File: src/rtl/ram_port_arbiter.sv
`default_nettype none
// ============================================================================
// Module   : ram_port_arbiter
// Brief    : Shares the ddr_ctrl block port between two masters, one
//            transaction at a time, with a sticky hung-controller watchdog.
// Revision : 1.0
// ============================================================================
module ram_port_arbiter #(
  parameter int ADDR_WIDTH     = 30,
  parameter int BLOCK_WIDTH    = 256,
  parameter int PRIORITY_MODE  = 0,
  parameter int TIMEOUT_CYCLES = 4096
) (
  input  logic                   clk,
  input  logic                   rst,
  input  logic                   m0_en,
  input  logic                   m0_write,
  input  logic [ADDR_WIDTH-1:0]  m0_addr,
  input  logic [BLOCK_WIDTH-1:0] m0_wdata,
  output logic                   m0_rdy,
  output logic [BLOCK_WIDTH-1:0] m0_rdata,
  input  logic                   m1_en,
  input  logic                   m1_write,
  input  logic [ADDR_WIDTH-1:0]  m1_addr,
  input  logic [BLOCK_WIDTH-1:0] m1_wdata,
  output logic                   m1_rdy,
  output logic [BLOCK_WIDTH-1:0] m1_rdata,
  output logic                   ram_en,
  output logic                   ram_write,
  output logic [ADDR_WIDTH-1:0]  ram_addr,
  output logic [BLOCK_WIDTH-1:0] data_to_ram,
  input  logic                   ram_rdy,
  input  logic [BLOCK_WIDTH-1:0] block_in,
  output logic                   grant,
  output logic                   busy,
  output logic                   timeout_err
);

  localparam logic [1:0] S_IDLE    = 2'd0;
  localparam logic [1:0] S_BUSY    = 2'd1;
  localparam logic [1:0] S_RELEASE = 2'd2;

  logic [1:0] state;
  logic       last_grant;
  logic       any_req;
  logic       winner;

  always_comb begin
    any_req = m0_en | m1_en;
    winner  = m1_en;
    if (m0_en && m1_en) begin
      winner = (PRIORITY_MODE != 0) ? 1'b0 : ~last_grant;
    end
  end

  always_ff @(posedge clk) begin
    if (rst) begin
      state       <= S_IDLE;
      last_grant  <= 1'b1;
      ram_en      <= 1'b0;
      ram_write   <= 1'b0;
      ram_addr    <= '0;
      data_to_ram <= '0;
      m0_rdy      <= 1'b0;
      m1_rdy      <= 1'b0;
      m0_rdata    <= '0;
      m1_rdata    <= '0;
      grant       <= 1'b0;
      busy        <= 1'b0;
    end else begin
      case (state)
        S_IDLE: begin
          if (any_req) begin
            ram_en      <= 1'b1;
            busy        <= 1'b1;
            grant       <= winner;
            last_grant  <= winner;
            ram_write   <= winner ? m1_write : m0_write;
            ram_addr    <= winner ? m1_addr  : m0_addr;
            data_to_ram <= winner ? m1_wdata : m0_wdata;
            state       <= S_BUSY;
          end
        end
        S_BUSY: begin
          if (ram_rdy) begin
            ram_en    <= 1'b0;
            ram_write <= 1'b0;
            // ram_write still holds the latched direction in this cycle
            if (!ram_write) begin
              if (grant) m1_rdata <= block_in;
              else       m0_rdata <= block_in;
            end
            if (grant) m1_rdy <= 1'b1;
            else       m0_rdy <= 1'b1;
            state <= S_RELEASE;
          end
        end
        S_RELEASE: begin
          m0_rdy <= 1'b0;
          m1_rdy <= 1'b0;
          busy   <= 1'b0;
          state  <= S_IDLE;
        end
        default: state <= S_IDLE;
      endcase
    end
  end

  generate
    if (TIMEOUT_CYCLES > 0) begin : g_wdog
      localparam int CW = (TIMEOUT_CYCLES > 1) ? $clog2(TIMEOUT_CYCLES) : 1;
      localparam logic [CW-1:0] LIMIT = CW'(TIMEOUT_CYCLES - 1);
      logic [CW-1:0] wd_cnt;
      logic          wd_err;

      // Counter saturates at LIMIT; the transaction itself is never aborted
      always_ff @(posedge clk) begin
        if (rst) begin
          wd_cnt <= '0;
          wd_err <= 1'b0;
        end else if (state == S_IDLE && any_req) begin
          wd_cnt <= '0;
        end else if (state == S_BUSY && !ram_rdy) begin
          if (wd_cnt == LIMIT) wd_err <= 1'b1;
          else                 wd_cnt <= wd_cnt + 1'b1;
        end
      end
      assign timeout_err = wd_err;
    end else begin : g_no_wdog
      assign timeout_err = 1'b0;
    end
  endgenerate

endmodule
`default_nettype wire
File: config.mk
export PLATFORM = sky130hd
export DESIGN_NAME = ram_port_arbiter
export DESIGN_NICKNAME = d
export VERILOG_FILES = /design/src/rtl/ram_port_arbiter.sv
export SDC_FILE = /design/constraint.sdc
export NUM_CORES = 2
export LEC_CHECK = 0
export ABC_AREA = 1
export CAP_MARGIN = 10
export CORE_AREA = 2 2 634 636
export CTS_BUF_LIST = sky130_fd_sc_hd__clkbuf_16
export DETAILED_ROUTE_END_ITERATION = 7
export DIE_AREA = 0 0 636 638
export PLACE_DENSITY = 0.3
export SYNTH_ARGS = -nofsm -noshare
export SYNTH_HDL_FRONTEND = slang
export SYNTH_SLANG_ARGS = --single-unit
File: constraint.sdc
create_clock -name clk -period 2.2 [get_ports clk]
set_input_delay 0.44 -clock clk [delete_from_list [all_inputs] [get_ports clk]]
set_output_delay 0.44 -clock clk [all_outputs]
set_load 0.02 [all_outputs]
Yosys cells after proc, flatten, opt, wreduce, memory -nomap -nowiden
Cells that the tools add are included.
Widths: inputs -> output; s select.
{"block": "op_classes", "n_addsub": 1, "mul": 0, "div_mod_pow": 0, "n_lt_le_gt_ge": 0, "n_eq_ne": 7, "n_shift": 0, "n_mux": 19, "n_bitwise": 6, "n_reduce_logical": 19}
{"cell": "$mux 256", "count": 1}
{"cell": "$mux 30", "count": 1}
{"cell": "$add 12x1->12 const B", "count": 1}
{"cell": "$eq 12x12->1 const B", "count": 1}
{"cell": "$reduce_and 3->1", "count": 4}
{"cell": "$pmux 1 s2", "count": 5}
{"cell": "$mux 1", "count": 9}
{"cell": "$ne 2x2->1 const B", "count": 4}
{"cell": "$reduce_and 2->1", "count": 4}
{"cell": "$reduce_and 4->1", "count": 2}
{"cell": "$reduce_bool 2->1", "count": 3}
{"cell": "$not 1->1", "count": 5}
{"cell": "$mux 2", "count": 2}
{"cell": "$pmux 2 s2", "count": 1}
{"cell": "$logic_and 1x1->1", "count": 3}
{"cell": "$eq 2x1->1 const B", "count": 1}
{"cell": "$eq 2x2->1 const B", "count": 1}
{"cell": "$logic_not 2->1", "count": 1}
{"cell": "$reduce_or 2->1", "count": 1}
{"cell": "$logic_not 1->1", "count": 1}
{"cell": "$or 1x1->1", "count": 1}
{"block": "word_totals", "regBits": 820, "latch_bits": 0, "mem_bits_rw": 0, "romBits": 0, "input_bits": 835, "output_inout_bits": 805, "mem_count": 0}

Logic depth before layout (Yosys ltp)
{"block": "logic_depth", "ltp_word": 5, "ltp_mapped": 10, "ltp_nobuf": 9}

Least setup slack after synthesis
Ideal clock, no wire load.
{"block": "synth_timing", "path_kind": "in2reg", "startpoint": "in rst", "endpoint": "reg m1_rdata[38]", "arrival_ns": 1.448, "path_slack_ns": 0.687, "path_stages": 7, "path_cell_list": "buf_2 -> inv_1 -> buf_2 -> buf_2 -> clkbuf_1 -> o21ai_0 -> nor2_1"}
{"item": "start, declared", "line_no": "15", "source": "input logic rst,"}
{"item": "end signal, assigned", "line_no": "90", "source": "if (grant) m1_rdata <= block_in;"}
{"item": "end, declared", "line_no": "27", "source": "output logic [BLOCK_WIDTH-1:0] m1_rdata,"}

Worst setup path after layout
{"block": "layout_timing", "startpoint": "reg data_to_ram[46]", "endpoint": "out data_to_ram[46]"}
{"item": "start, declared", "line_no": "31", "source": "output logic [BLOCK_WIDTH-1:0] data_to_ram,"}
{"item": "start signal, assigned", "line_no": "80", "source": "data_to_ram <= winner ? m1_wdata : m0_wdata;"}
No word-level cell between the ends.

==> impl_summary.log <==
INFO  metric hold_viol = 0
INFO  metric place_inst = 10700
INFO  metric synth.area.mux_share = 0
INFO  metric yosys_warnings = 0
INFO  metric crit_path_cell_trace = clkdlybuf4s15_2
INFO  metric synth_cells = 3938
INFO  metric floorplan.initialDensity = 0.0762
INFO  metric outcome = finished, final reports clean
INFO  metric hold_path_depth = 3
INFO  metric arrival = 1680 ps
INFO  metric clock-root-buffer = clkbuf_16
INFO  metric signed_area_change_from_the_synthesized_netlist_to_the_final_layout = 89.0%
INFO  metric clock_sink_count = 820
INFO  metric ys_types = 27
INFO  metric post_synth_fa_ha_maj_area_fraction = 0.000412
INFO  metric postCtsResizedCells = 1029
INFO  metric vias = 35400
INFO  metric synth-simple-area-share = 0.248
INFO  metric route.detailed.drc = 0
INFO  metric critical-path-top-delay-family = flip-flops
INFO  metric slew_of_the_pin_with_the_lowest_slew_margin = 539 ps
INFO  metric die_w = 636 um
INFO  metric antenna_found_initial = 145
INFO  metric insertion_delay = 860 ps
INFO  metric clock_tree.buffer_depth = 4
INFO  metric clkTransAtPathRegs = 80 ps
INFO  metric crit_cells = 1
INFO  metric cts_tree = done
INFO  metric power_per_cell_area = 786 nW/um2
INFO  metric reg2regPathDepth = 9
INFO  metric critPathRequiredTime = 1760 ps
INFO  metric grt_max_degree = 87
INFO  metric tritoncts.num_buffers = 123
INFO  metric slew_viol_final = 0
INFO  metric place.detailed.hpwl = 261000 um
INFO  metric main_combinational_cell_family_by_area_after_synthesis = simple AND/OR/NAND/NOR gates
INFO  metric worstHoldPathType = in -> reg
INFO  metric drt_iter0_drc = 2448
INFO  metric placement_rows = 232
INFO  metric drv_cap = 0
INFO  metric place.port_buffers = 1639
INFO  metric detail_route_antenna_nets = 0
INFO  metric drive_above_1_share = 0.115
INFO  metric synth_area_per_cell = 7.71 um2
INFO  metric timing.critical_path.buf_inv = 1
INFO  metric mostFrequentLayoutCells = nor2_1 (1622), clkdlybuf4s50_1 (834), dfxtp_1 (794)
INFO  metric synth_xor_xnor_area_share = 0
INFO  metric global_route_wire_length_before_repair = 386000 um
INFO  metric cpMaxStageDelayCell = dfxtp_1
INFO  metric final_common_cell = nor2_1
INFO  metric num-nets-final = 6443
INFO  metric post_synth_instance_area = 30400 um2
INFO  metric finalWirelength = 307000 um
INFO  metric instances_no_fill = 11000
INFO  metric synth_seq_cells = 820
INFO  metric timing.slew.headroom = 0.640
INFO  metric finalCriticalPeriod = 2120 ps
INFO  metric static-leakage-power = 24.2 nW
INFO  metric worstSetupPathType = reg -> out
INFO  metric dpl_cell_area = 54100 um2
INFO  metric worst_setup_path_end_kind = output port
INFO  metric total_of_fill_cells_in_the_finished_design = 45600
INFO  metric dr.pass1.iters = 5
INFO  metric critPathMaxStageDelay = 490 ps
INFO  metric totalPowerFinal = 45.1 mW
INFO  metric fin_skew = 54.0 ps
INFO  metric post_cts.repair.setup_buffers = 0
INFO  metric synth_compound_area_frac = 0.158
INFO  metric gr-total-overflow = 0
INFO  metric setup-violations-final = 0
INFO  metric floorplan.die_area = 406000 um2
INFO  metric grt_total_usage = 0.145
INFO  metric final_min_period_over_clock_period = 0.962
INFO  metric max_freq = 0.472 GHz
INFO  metric seq_area_frac_synth = 0.541
INFO  metric core_area = 399000 um2
INFO  metric dieHeight = 638 um
INFO  metric startpoint_type = flop
INFO  metric synth_nets = 4774
INFO  metric globalplace.congestion = 0.905
INFO  metric setup_repair_after_global_routing_missed_its_margin = no
INFO  metric htree_levels = 3
INFO  metric first_global_vias = 35200
INFO  metric vdd_ir_drop_max = 0.625 mV
INFO  metric crit_path_max_fanout = 2
INFO  metric route.detailed.wl_per_inst = 27.9 um
INFO  metric cts_hold_buffers_added = 0
INFO  metric routed_via_density = 3.21
INFO  metric top_level_ports = 1640
INFO  metric fin_area = 57400 um2
routing by layer:
layer	GRT usage	part of all wire	up-vias
met1	0.165	0.39	17100
met5	0	0.0012	-
met4	0.0328	0.022	54
met3	0.0680	0.12	335
met2	0.245	0.48	1564
li1	-	-	16300
synthesized netlist by cell type:
cell,count,share of area
clkbuf_1,110,0.014
ha_1,1,0.00041
nor3_1,3,0.00049
buf_2,147,0.024
buf_4,6,0.0015
o31ai_1,286,0.071
buf_6,26,0.0096
nor3_4,1,0.00054
nand3_1,15,0.0025
inv_2,4,0.00049
nor2_1,1622,0.20
nor2_2,1,0.00021
nand2_2,3,0.00062
inv_1,17,0.0021
or2_2,1,0.00021
nand3b_1,1,0.00025
o21ai_1,94,0.015
o211ai_1,1,0.00025
nand2_1,325,0.040
nand3_2,2,0.00066
nor2_4,2,0.00074
buf_1,8,0.00099
o21ai_0,422,0.070
a31oi_1,2,0.00041
dfxtp_1,820,0.54
nand4_1,6,0.0012
a21oi_1,12,0.0020
report_power, final:
group,leakage (nW),internal (mW),switching [mW]
clock network,1.96,11.0,8.45
registers,6.71,15.9,0.842
logic,15.6,3.44,5.47
path summary, 6_finish.rpt:
| kind | start | to | slack, ps |
|---|---|---|---|
| worst max register to register | state[0] | m1_rdata[177] | 280 |
| worst min-delay path | m0_wdata[2] | data_to_ram[2] | 190 |
| worst max-delay path | data_to_ram[46] | data_to_ram[46] | 80 |
| worst min register to register | data_to_ram[174] | data_to_ram[174] | 450 |
kinds of logic (layout without fill, tap and decap cells):
| family | count (synthesis) | in the layout |
|---|---|---|
| AND/OR/NAND/NOR | 1982 | 1982 |
| flip-flops | 820 | 820 |
| other | 0 | 45 |
| buffers and inverters | 318 | 2083 |
| AO/OA/AOI/OAI | 817 | 817 |
| adder cells (fa/ha/maj) | 1 | 1 |
sequential cells by signal, indices dropped and copies added (netlist names), 2 cells and up:
register       count
data_to_ram      256
m1_rdata         256
g_wdog.wd_cnt     12
state              2
m0_rdata         256
ram_addr          30
area by class of cell:
type | instances | area [um2] | share of cell area
Timing Repair Buffer | 1841 | 17900 | 0.313
Sequential cell | 820 | 16400 | 0.287
Multi-Input combinational cell | 2800 | 12400 | 0.216
Tap cell | 5265 | 6590 | 0.115
Clock buffer | 123 | 3080 | 0.0536
Clock inverter | 98 | 721 | 0.0126
Antenna cell | 45 | 113 | 0.00196
Inverter | 21 | 109 | 0.00190
per-stage QoR:
| step | worst slack (ps) | hold slack (ps) | util | setup TNS, ps |
|---|---|---|---|---|
| 6_report | 83.1 | 186 | 0.144 | 0 |
| 5_1_grt | 7.73 | 126 | 0.144 | 0 |
| 4_1_cts | 0.0416 | 61.5 | 0.144 | 0 |
| 3_5_place_dp | -273 | 442 | 0.136 | -49310 |
| 3_3_place_gp | -304 | 440 | 0.136 | -52910 |
| 2_1_floorplan | 687 | 429 | - | 0 |
Note: power is estimated with default switching activity, not from simulation.
